===== config.mk =====
export PLATFORM = sky130hd
export DESIGN_NAME = hack_ctrl
export DESIGN_NICKNAME = d
export VERILOG_FILES = /design/src/rtl/hack_pkg.sv /design/src/rtl/hack_jump_cond.sv /design/src/rtl/hack_ctrl.sv
export SDC_FILE = /design/constraint.sdc
export NUM_CORES = 1
export LEC_CHECK = 0
export CAP_MARGIN = 20
export CELL_PAD_IN_SITES_DETAIL_PLACEMENT = 1
export CELL_PAD_IN_SITES_GLOBAL_PLACEMENT = 1
export CORE_MARGIN = 3
export CORE_UTILIZATION = 25
export DETAILED_ROUTE_END_ITERATION = 16
export MAX_ROUTING_LAYER = met4
export PLACE_DENSITY_LB_ADDON = 0.1
export SLEW_MARGIN = 5
export SYNTH_ARGS = -nofsm -noshare
export SYNTH_HDL_FRONTEND = slang
export SYNTH_SLANG_ARGS = --single-unit

===== constraint.sdc =====
create_clock -name clk -period 3.1 [get_ports clk]
set_clock_uncertainty 0.05 [all_clocks]
set_input_delay 0.31 -clock clk [delete_from_list [all_inputs] [get_ports clk]]
set_output_delay 0.31 -clock clk [all_outputs]
set_load 0.05 [all_outputs]

===== src/rtl/hack_pkg.sv =====
// Shared definitions for the Hack CPU control unit: word width, instruction
// field positions and the control FSM state encoding.
package hack_pkg;

  localparam int WORD_W   = 16;

  // Hack instruction fields (C-instruction: 111a cccc ccdd djjj)
  localparam int C_BIT    = 15;
  localparam int A_BIT    = 12;
  localparam int COMP_MSB = 11;
  localparam int COMP_LSB = 6;
  localparam int DEST_A   = 5;
  localparam int DEST_D   = 4;
  localparam int DEST_M   = 3;
  localparam int JLT      = 2;
  localparam int JEQ      = 1;
  localparam int JGT      = 0;

  typedef enum logic [1:0] {
    FETCH  = 2'd0,
    DECODE = 2'd1,
    EXEC   = 2'd2,
    WB     = 2'd3
  } state_t;

endpackage


===== src/rtl/hack_jump_cond.sv =====
// Jump condition evaluation for Hack C-instructions: decides from the jjj
// bits and the captured ALU flags whether the branch is taken.
import hack_pkg::*;

module hack_jump_cond (
  input  logic [2:0] j,
  input  logic       zr,
  input  logic       ng,
  output logic       take
);

  assign take = (j[JLT] & ng) | (j[JEQ] & zr) | (j[JGT] & ~ng & ~zr);

endmodule


===== src/rtl/hack_ctrl.sv =====
// Multi-cycle Hack CPU control unit (FETCH/DECODE/EXEC/WB) owning PC, A and D.
// Optional feature macro HACK_CTRL_HALT_EN: a taken self-jump halts the core.
import hack_pkg::*;

module hack_ctrl #(
  parameter int W = WORD_W
) (
  input  logic         clk,
  input  logic         reset,
  output logic [W-1:0] pc,
  input  logic [W-1:0] instr,
  input  logic         instr_valid,
  output logic         instr_ready,
  output logic [W-1:0] alu_x,
  output logic [W-1:0] alu_y,
  output logic         zx,
  output logic         nx,
  output logic         zy,
  output logic         ny,
  output logic         f,
  output logic         no,
  input  logic [W-1:0] alu_out,
  input  logic         zr,
  input  logic         ng,
  output logic [W-1:0] addressM,
  input  logic [W-1:0] inM,
  output logic [W-1:0] outM,
  output logic         writeM,
  output logic         halted
);

`ifdef HACK_CTRL_HALT_EN
  localparam bit HALT_EN = 1'b1;
`else
  localparam bit HALT_EN = 1'b0;
`endif

  state_t       state;
  logic [W-1:0] ir;
  logic [W-1:0] a_reg;
  logic [W-1:0] d_reg;
  logic [W-1:0] r_reg;
  logic         z_flag;
  logic         n_flag;
  logic         halt_q;
  logic         take;

  // IR[14:13] carry no meaning in the Hack ISA.
  logic unused_ir_bits;
  assign unused_ir_bits = ^ir[14:13];

  hack_jump_cond u_jump_cond (
    .j    (ir[JLT:JGT]),
    .zr   (z_flag),
    .ng   (n_flag),
    .take (take)
  );

  assign instr_ready = (state == FETCH) && !halt_q;
  assign alu_x       = d_reg;
  assign alu_y       = ir[A_BIT] ? inM : a_reg;
  assign addressM    = a_reg;
  assign outM        = r_reg;
  assign halted      = halt_q;

  // In WB, A is not yet overwritten, so addressM still shows the pre-write A.
  assign writeM = (state == WB) && ir[DEST_M];

  assign {zx, nx, zy, ny, f, no} = (state == EXEC) ? ir[COMP_MSB:COMP_LSB] : 6'b0;

  always_ff @(posedge clk) begin
    // NOTE: state uses non-blocking assignments so every register in WB sees
    // the pre-edge A; a blocking A write would leak into the jump target.
    if (reset) begin
      state  <= FETCH;
      pc     <= '0;
      ir     <= '0;
      a_reg  <= '0;
      d_reg  <= '0;
      r_reg  <= '0;
      z_flag <= 1'b0;
      n_flag <= 1'b0;
      halt_q <= 1'b0;
    end else begin
      case (state)
        FETCH: begin
          if (instr_valid && instr_ready) begin
            ir    <= instr;
            state <= DECODE;
          end
        end
        DECODE: begin
          if (ir[C_BIT]) begin
            state <= EXEC;
          end else begin
            a_reg <= ir;
            pc    <= pc + 1'b1;
            state <= FETCH;
          end
        end
        EXEC: begin
          r_reg  <= alu_out;
          z_flag <= zr;
          n_flag <= ng;
          state  <= WB;
        end
        WB: begin
          if (ir[DEST_A]) a_reg <= r_reg;
          if (ir[DEST_D]) d_reg <= r_reg;
          if (take) pc <= a_reg;
          else      pc <= pc + 1'b1;
          // A taken self-jump leaves pc unchanged and parks the FSM in FETCH.
          if (HALT_EN && take && (a_reg == pc)) halt_q <= 1'b1;
          state <= FETCH;
        end
        default: state <= FETCH;
      endcase
    end
  end

endmodule


After elaboration in Yosys (flattened, before gate mapping)
Cells that the tools add are included.

operators by class
  $add $sub $neg = 1
  eq/ne operators = 6
  mux-type cells = 11
  bitwise gates (word level) = 8
  reduce and logical (&&, ||, !) cells = 8

operators with widths
  kind                                                                     number
  16-bit 2-to-1 mux                                                        5
  16-bit case mux with 2 select lines                                      2
  16-bit by 1-bit adder with 16-bit output, second input constant          1
  2-bit case mux with 4 select lines                                       1
  6-bit 2-to-1 mux                                                         1
  2-bit AND reduction                                                      3
  1-bit AND                                                                4
  2-bit equality test, second input constant                               2
  2-bit 2-to-1 mux                                                         2
  2-bit inequality test, second input constant                             2
  3-bit AND reduction                                                      1
  2-bit by 1-bit equality test with 1-bit output, second input constant    1
  1-bit logical AND                                                        2
  2-bit zero test                                                          1
  2-bit by 1-bit inequality test with 1-bit output, second input constant  1
  1-bit inverter                                                           2
  1-bit OR                                                                 2
  2-bit nonzero test                                                       1

storage, ports and cells
  register bits = 84
  output and inout port bits = 89

Logic depth before layout (Yosys ltp)
  word-level depth = 6
  mapped depth = 6

By module
Synthesis repeated with hierarchy kept, for this count alone.

second synthesis, totals
  cell total of the unflattened synthesis = 472
  area total of the unflattened synthesis = 3756.1 µm²

by module, submodules not included
  module          times used  cells an instance  area an instance (µm²)  seq. area each (µm²)
  hack_ctrl       1           470                3738.6                  1681.6
  hack_jump_cond  1           2                  17.5                    0.0

Worst setup path after synthesis
Ideal clock, no wire load.

  path type = reg2out
  start = register a_reg[15], in the netlist addressM[15]
  end = output port alu_y[15]
  arrival time = 1.848 ns
  slack = 0.892 ns
  stages on the path, launching flop included = 3
  buffers on the path = 0
  path through = dfxtp_1 -> inv_1 -> o21ai_0

on the way
  word-level cells in the longest chain between the ends = 1

ends and longest elaborated chain
  what                    RTL line          source
  from (decl)             hack_ctrl.sv:40   logic [W-1:0] a_reg;
  from (signal assigned)  hack_ctrl.sv:96   a_reg <= ir;
  from (signal assigned)  hack_ctrl.sv:108  if (ir[DEST_A]) a_reg <= r_reg;
  16-bit 2-to-1 mux       hack_ctrl.sv:61   assign alu_y = ir[A_BIT] ? inM : a_reg;
  to (decl)               hack_ctrl.sv:15   output logic [W-1:0] alu_y,

No other way between the ends.

==> results.txt <==
----------------------------------------------------
[Drt]
  Violation count after the first detailed-route iteration ... 252
  Antenna Nets Post-Route ... 0
  Number of remaining DRC errors ... 0
  WL met1 ... 6920 µm
  Final wirelength ... 14,850 µm
  Metal2 WL ... 7322 µm
  Avg WL per Cell ... 17.92 µm
  Uppermost signal routing layer after detailed routing ... met4
  Total met3 wirelength after detailed routing ... 528 µm
  Routed vias ... 3,936
  Post-detailed-route via-to-cell ratio ... 4.748
  TritonRoute pass-1 iters ... 4

[STA]
  Final Critical Period ... 2.504 ns
  Setup slack of the critical path after layout ... 0.5955 ns
  Fmax ... 0.3993 GHz
  Max-Slew Margin vs Limit ... 0.4959
  # setup viols final ... 0
  Setup TNS after final layout ... 0 ns
  Final worst-path cycle share ... 0.8079
  Total count of hold-check failures in the final report ... 0
  RSZ-0062 raised after global routing ... no
  Worst slew pin tran ... 0.7547 ns
  Number of pins with negative max-slew slack in the final report ... 0

[Yosys]
  Most area-consuming cells after synthesis ... dfxtp_1 43%, nand2_1 14%, a21oi_1 7.8%
  Cells after Synth ... 492
  Seq cells post-synth ... 84
  Primary FF master, synth ... dfxtp_1
  Part of the Yosys area used for sequential elements ... 0.4284
  Post-synthesis instance area ... 0.003925 mm²
  Cell with the most instances after synthesis ... nand2_1
  Mean cell area of the mapped netlist ... 7.978 µm²
  Leading area contributor after synthesis ... dfxtp_1
  Number of enable flip-flop cells after synthesis ... 0
  Number of distinct library cell variants in the gate-level netlist after synthesis ... 53
  Synth top cells by count ... 143 x nand2_1, 84 x dfxtp_1, 61 x a21oi_1
  FFs w/ async S/R, synth ... 0
  Warnings from Yosys ... 0
  Top cell type's share of synthesized area ... 0.4284
  Post-synth net total ... 546

[Die]
  DIE AREA ... 0.01724 mm²
  I/O Pins ... 142
  Die X ... 131.3 µm
  Die height ... 131.3 µm
  Starting density of the core ... 0.2572
  Core area ... 0.01526 mm²
  Num rows ... 45

[Job]
  Count of max-cap constraint violations ... 0

[Run status]
  Run status ... finished, final reports clean

[Setup path]
  R2r startpoint ... state[0]
  Critical path class ... reg2out
  Setup slack, reg-to-reg ... 0.95 ns
  Nature of the critical path endpoint ... output pin
  Maximum fanout along the worst path ... 14
  Data arrival, critical path ... 2.14 ns
  Worst R2R Path Depth ... 6
  Destination of the worst register-to-register timing path ... pc[12]
  Critical path startpoint category ... register
  Data required time of the worst path ... 2.74 ns

[Place]
  Post-detail-place hpwl ... 11,080 µm
  Dpl cells ... 813
  Worst setup slack before clock tree synthesis ... 0.9467 ns
  Weighted congestion reported at the end of routability-driven placement ... 0.8693
  Quantity of I/O buffers inserted on ports ... 140

[Clock network]
  # hold bufs at CTS ... 0
  Clk slew on worst S/H paths ... 0.06 ns
  Number of gates resized after cts ... 0
  Clock root buffer ... clkbuf_16
  Clk_lat worst skew ... 0.34 ns
  Setup bufs post-CTS ... 0
  Maximum buffer depth of the clock tree ... 2
  CTS Sinks ... 84
  CTS buffer count ... 9
  CTS tree ... yes
  H-tree Lvls ... 3

[GRT]
  Overall global routing resource usage ... 0.1775
  Largest net degree at the start of global routing ... 49
  Vias in the first global route ... 4,158
  First-pass GRT wire length ... 23,810 µm
  Residual overflow from global routing ... 0
  Antenna violations before repair ... 0

[Cells and area]
  Layout cells sized above 1 ... 0.09547
  Synthesis-to-finish area growth ... 49.25%
  Layout Utilization ... 0.3839
  Number of diodes added for antenna fixing ... 0
  Number of standard cells in the final layout excluding fillers ... 829
  Number of nets in the layout ... 667

[Hold path]
  End of the worst hold path ... pc[15]
  Hold path cells ... 2
  Hold Crit Start ... reset
  Class of the worst hold path ... in2reg

[Power]
  Power density normalized to cell area ... 480.1 mW/mm²
  Overall power consumption ... 0.002812 W
  Largest vdd supply drop ... 223.2 µV
  Standby leakage power ... 1.962 nW

----------------------------------------------------
[routing by layer]
layer / up-vias / track usage
met1: 1899 / 0.2239
met5: - / -
met3: 6 / 0.04135
met2: 85 / 0.2932
li1: 1946 / -
met4: 0 / 0.03559
[final cells by class]
class,count,area (µm²)
Multi-Input combinational cell,359,2019
Timing Repair Buffer,148,1516
Sequential cell,84,1682
Fill cell,1800,9400
Clock inverter,5,82.58
Tap cell,211,264.0
Clock buffer,11,252.7
Inverter,11,41.29
[cells by family (layout without fill, tap and decap cells)]
family          Yosys count  after routing  share of synthesized area
simple gates            220            220                     0.2515
compound gates          114            114                     0.1951
flops                    84             84                     0.4284
buf+inv                  49            175                    0.05834
mux                      20             20                    0.05579
xor+xnor                  3              3                   0.006696
fa+ha+maj                 1              1                   0.003187
other cells               1              1                  0.0009554
[how the worst max path moves through the flow]
stage / slack [ns] / depth (start not counted) / endpoint
after CTS: 0.57 / 3 / alu_y[10]
after global placement: 0.94 / 3 / alu_y[11]
after global routing: 0.47 / 3 / zy
after detailed placement: 0.95 / 3 / zy
after floorplan: 0.89 / 2 / alu_y[15]
final: 0.60 / 3 / zy
[per-stage QoR]
stage                     cell area, µm²  hold WS (ns)
after floorplan                     3925        0.3866
after global placement              5523        0.3939
after detailed placement            5523        0.3991
after CTS                           5858        0.1749
after global routing                5858        0.1848
final                               5858        0.1885
[critical path, cell delays in order (launching register included)]
cell     delay, ns
dfxtp_1       0.64
nor2b_1       0.68
and2_1        0.32
buf_12        0.16
[sequential cells by signal, summed over array words and instances (netlist names), named ones only]
name      cells
state         1
n_flag        1
z_flag        1
pc           16
outM         16
alu_x        16
addressM     16
ir           16
[layout by cell type, fill, tap and decap left out, drive strengths merged, types with 3 or more instances in the layout]
| cell type | n |
|---|---|
| a211o | 3 |
| a211oi | 5 |
| a21oi | 62 |
| a22oi | 3 |
| a311oi | 15 |
| and2 | 8 |
| and3 | 7 |
| and4 | 3 |
| buf | 15 |
| clkbuf | 11 |
| clkdlybuf4s50 | 133 |
| dfxtp | 84 |
| inv | 12 |
| mux2 | 15 |
| mux2i | 5 |
| nand2 | 143 |
| nand3 | 12 |
| nand4 | 6 |
| nor2 | 25 |
| nor2b | 3 |
| nor3 | 3 |
| o211ai | 3 |
| o21ai | 7 |
| o32ai | 5 |
| or3 | 3 |
[power breakdown]
part           switching, W  internal (W)
combinational      0.000273      0.000181
sequential        0.0000486       0.00111
clock              0.000444      0.000753
No activity file was read; power rests on OpenSTA's default activity.
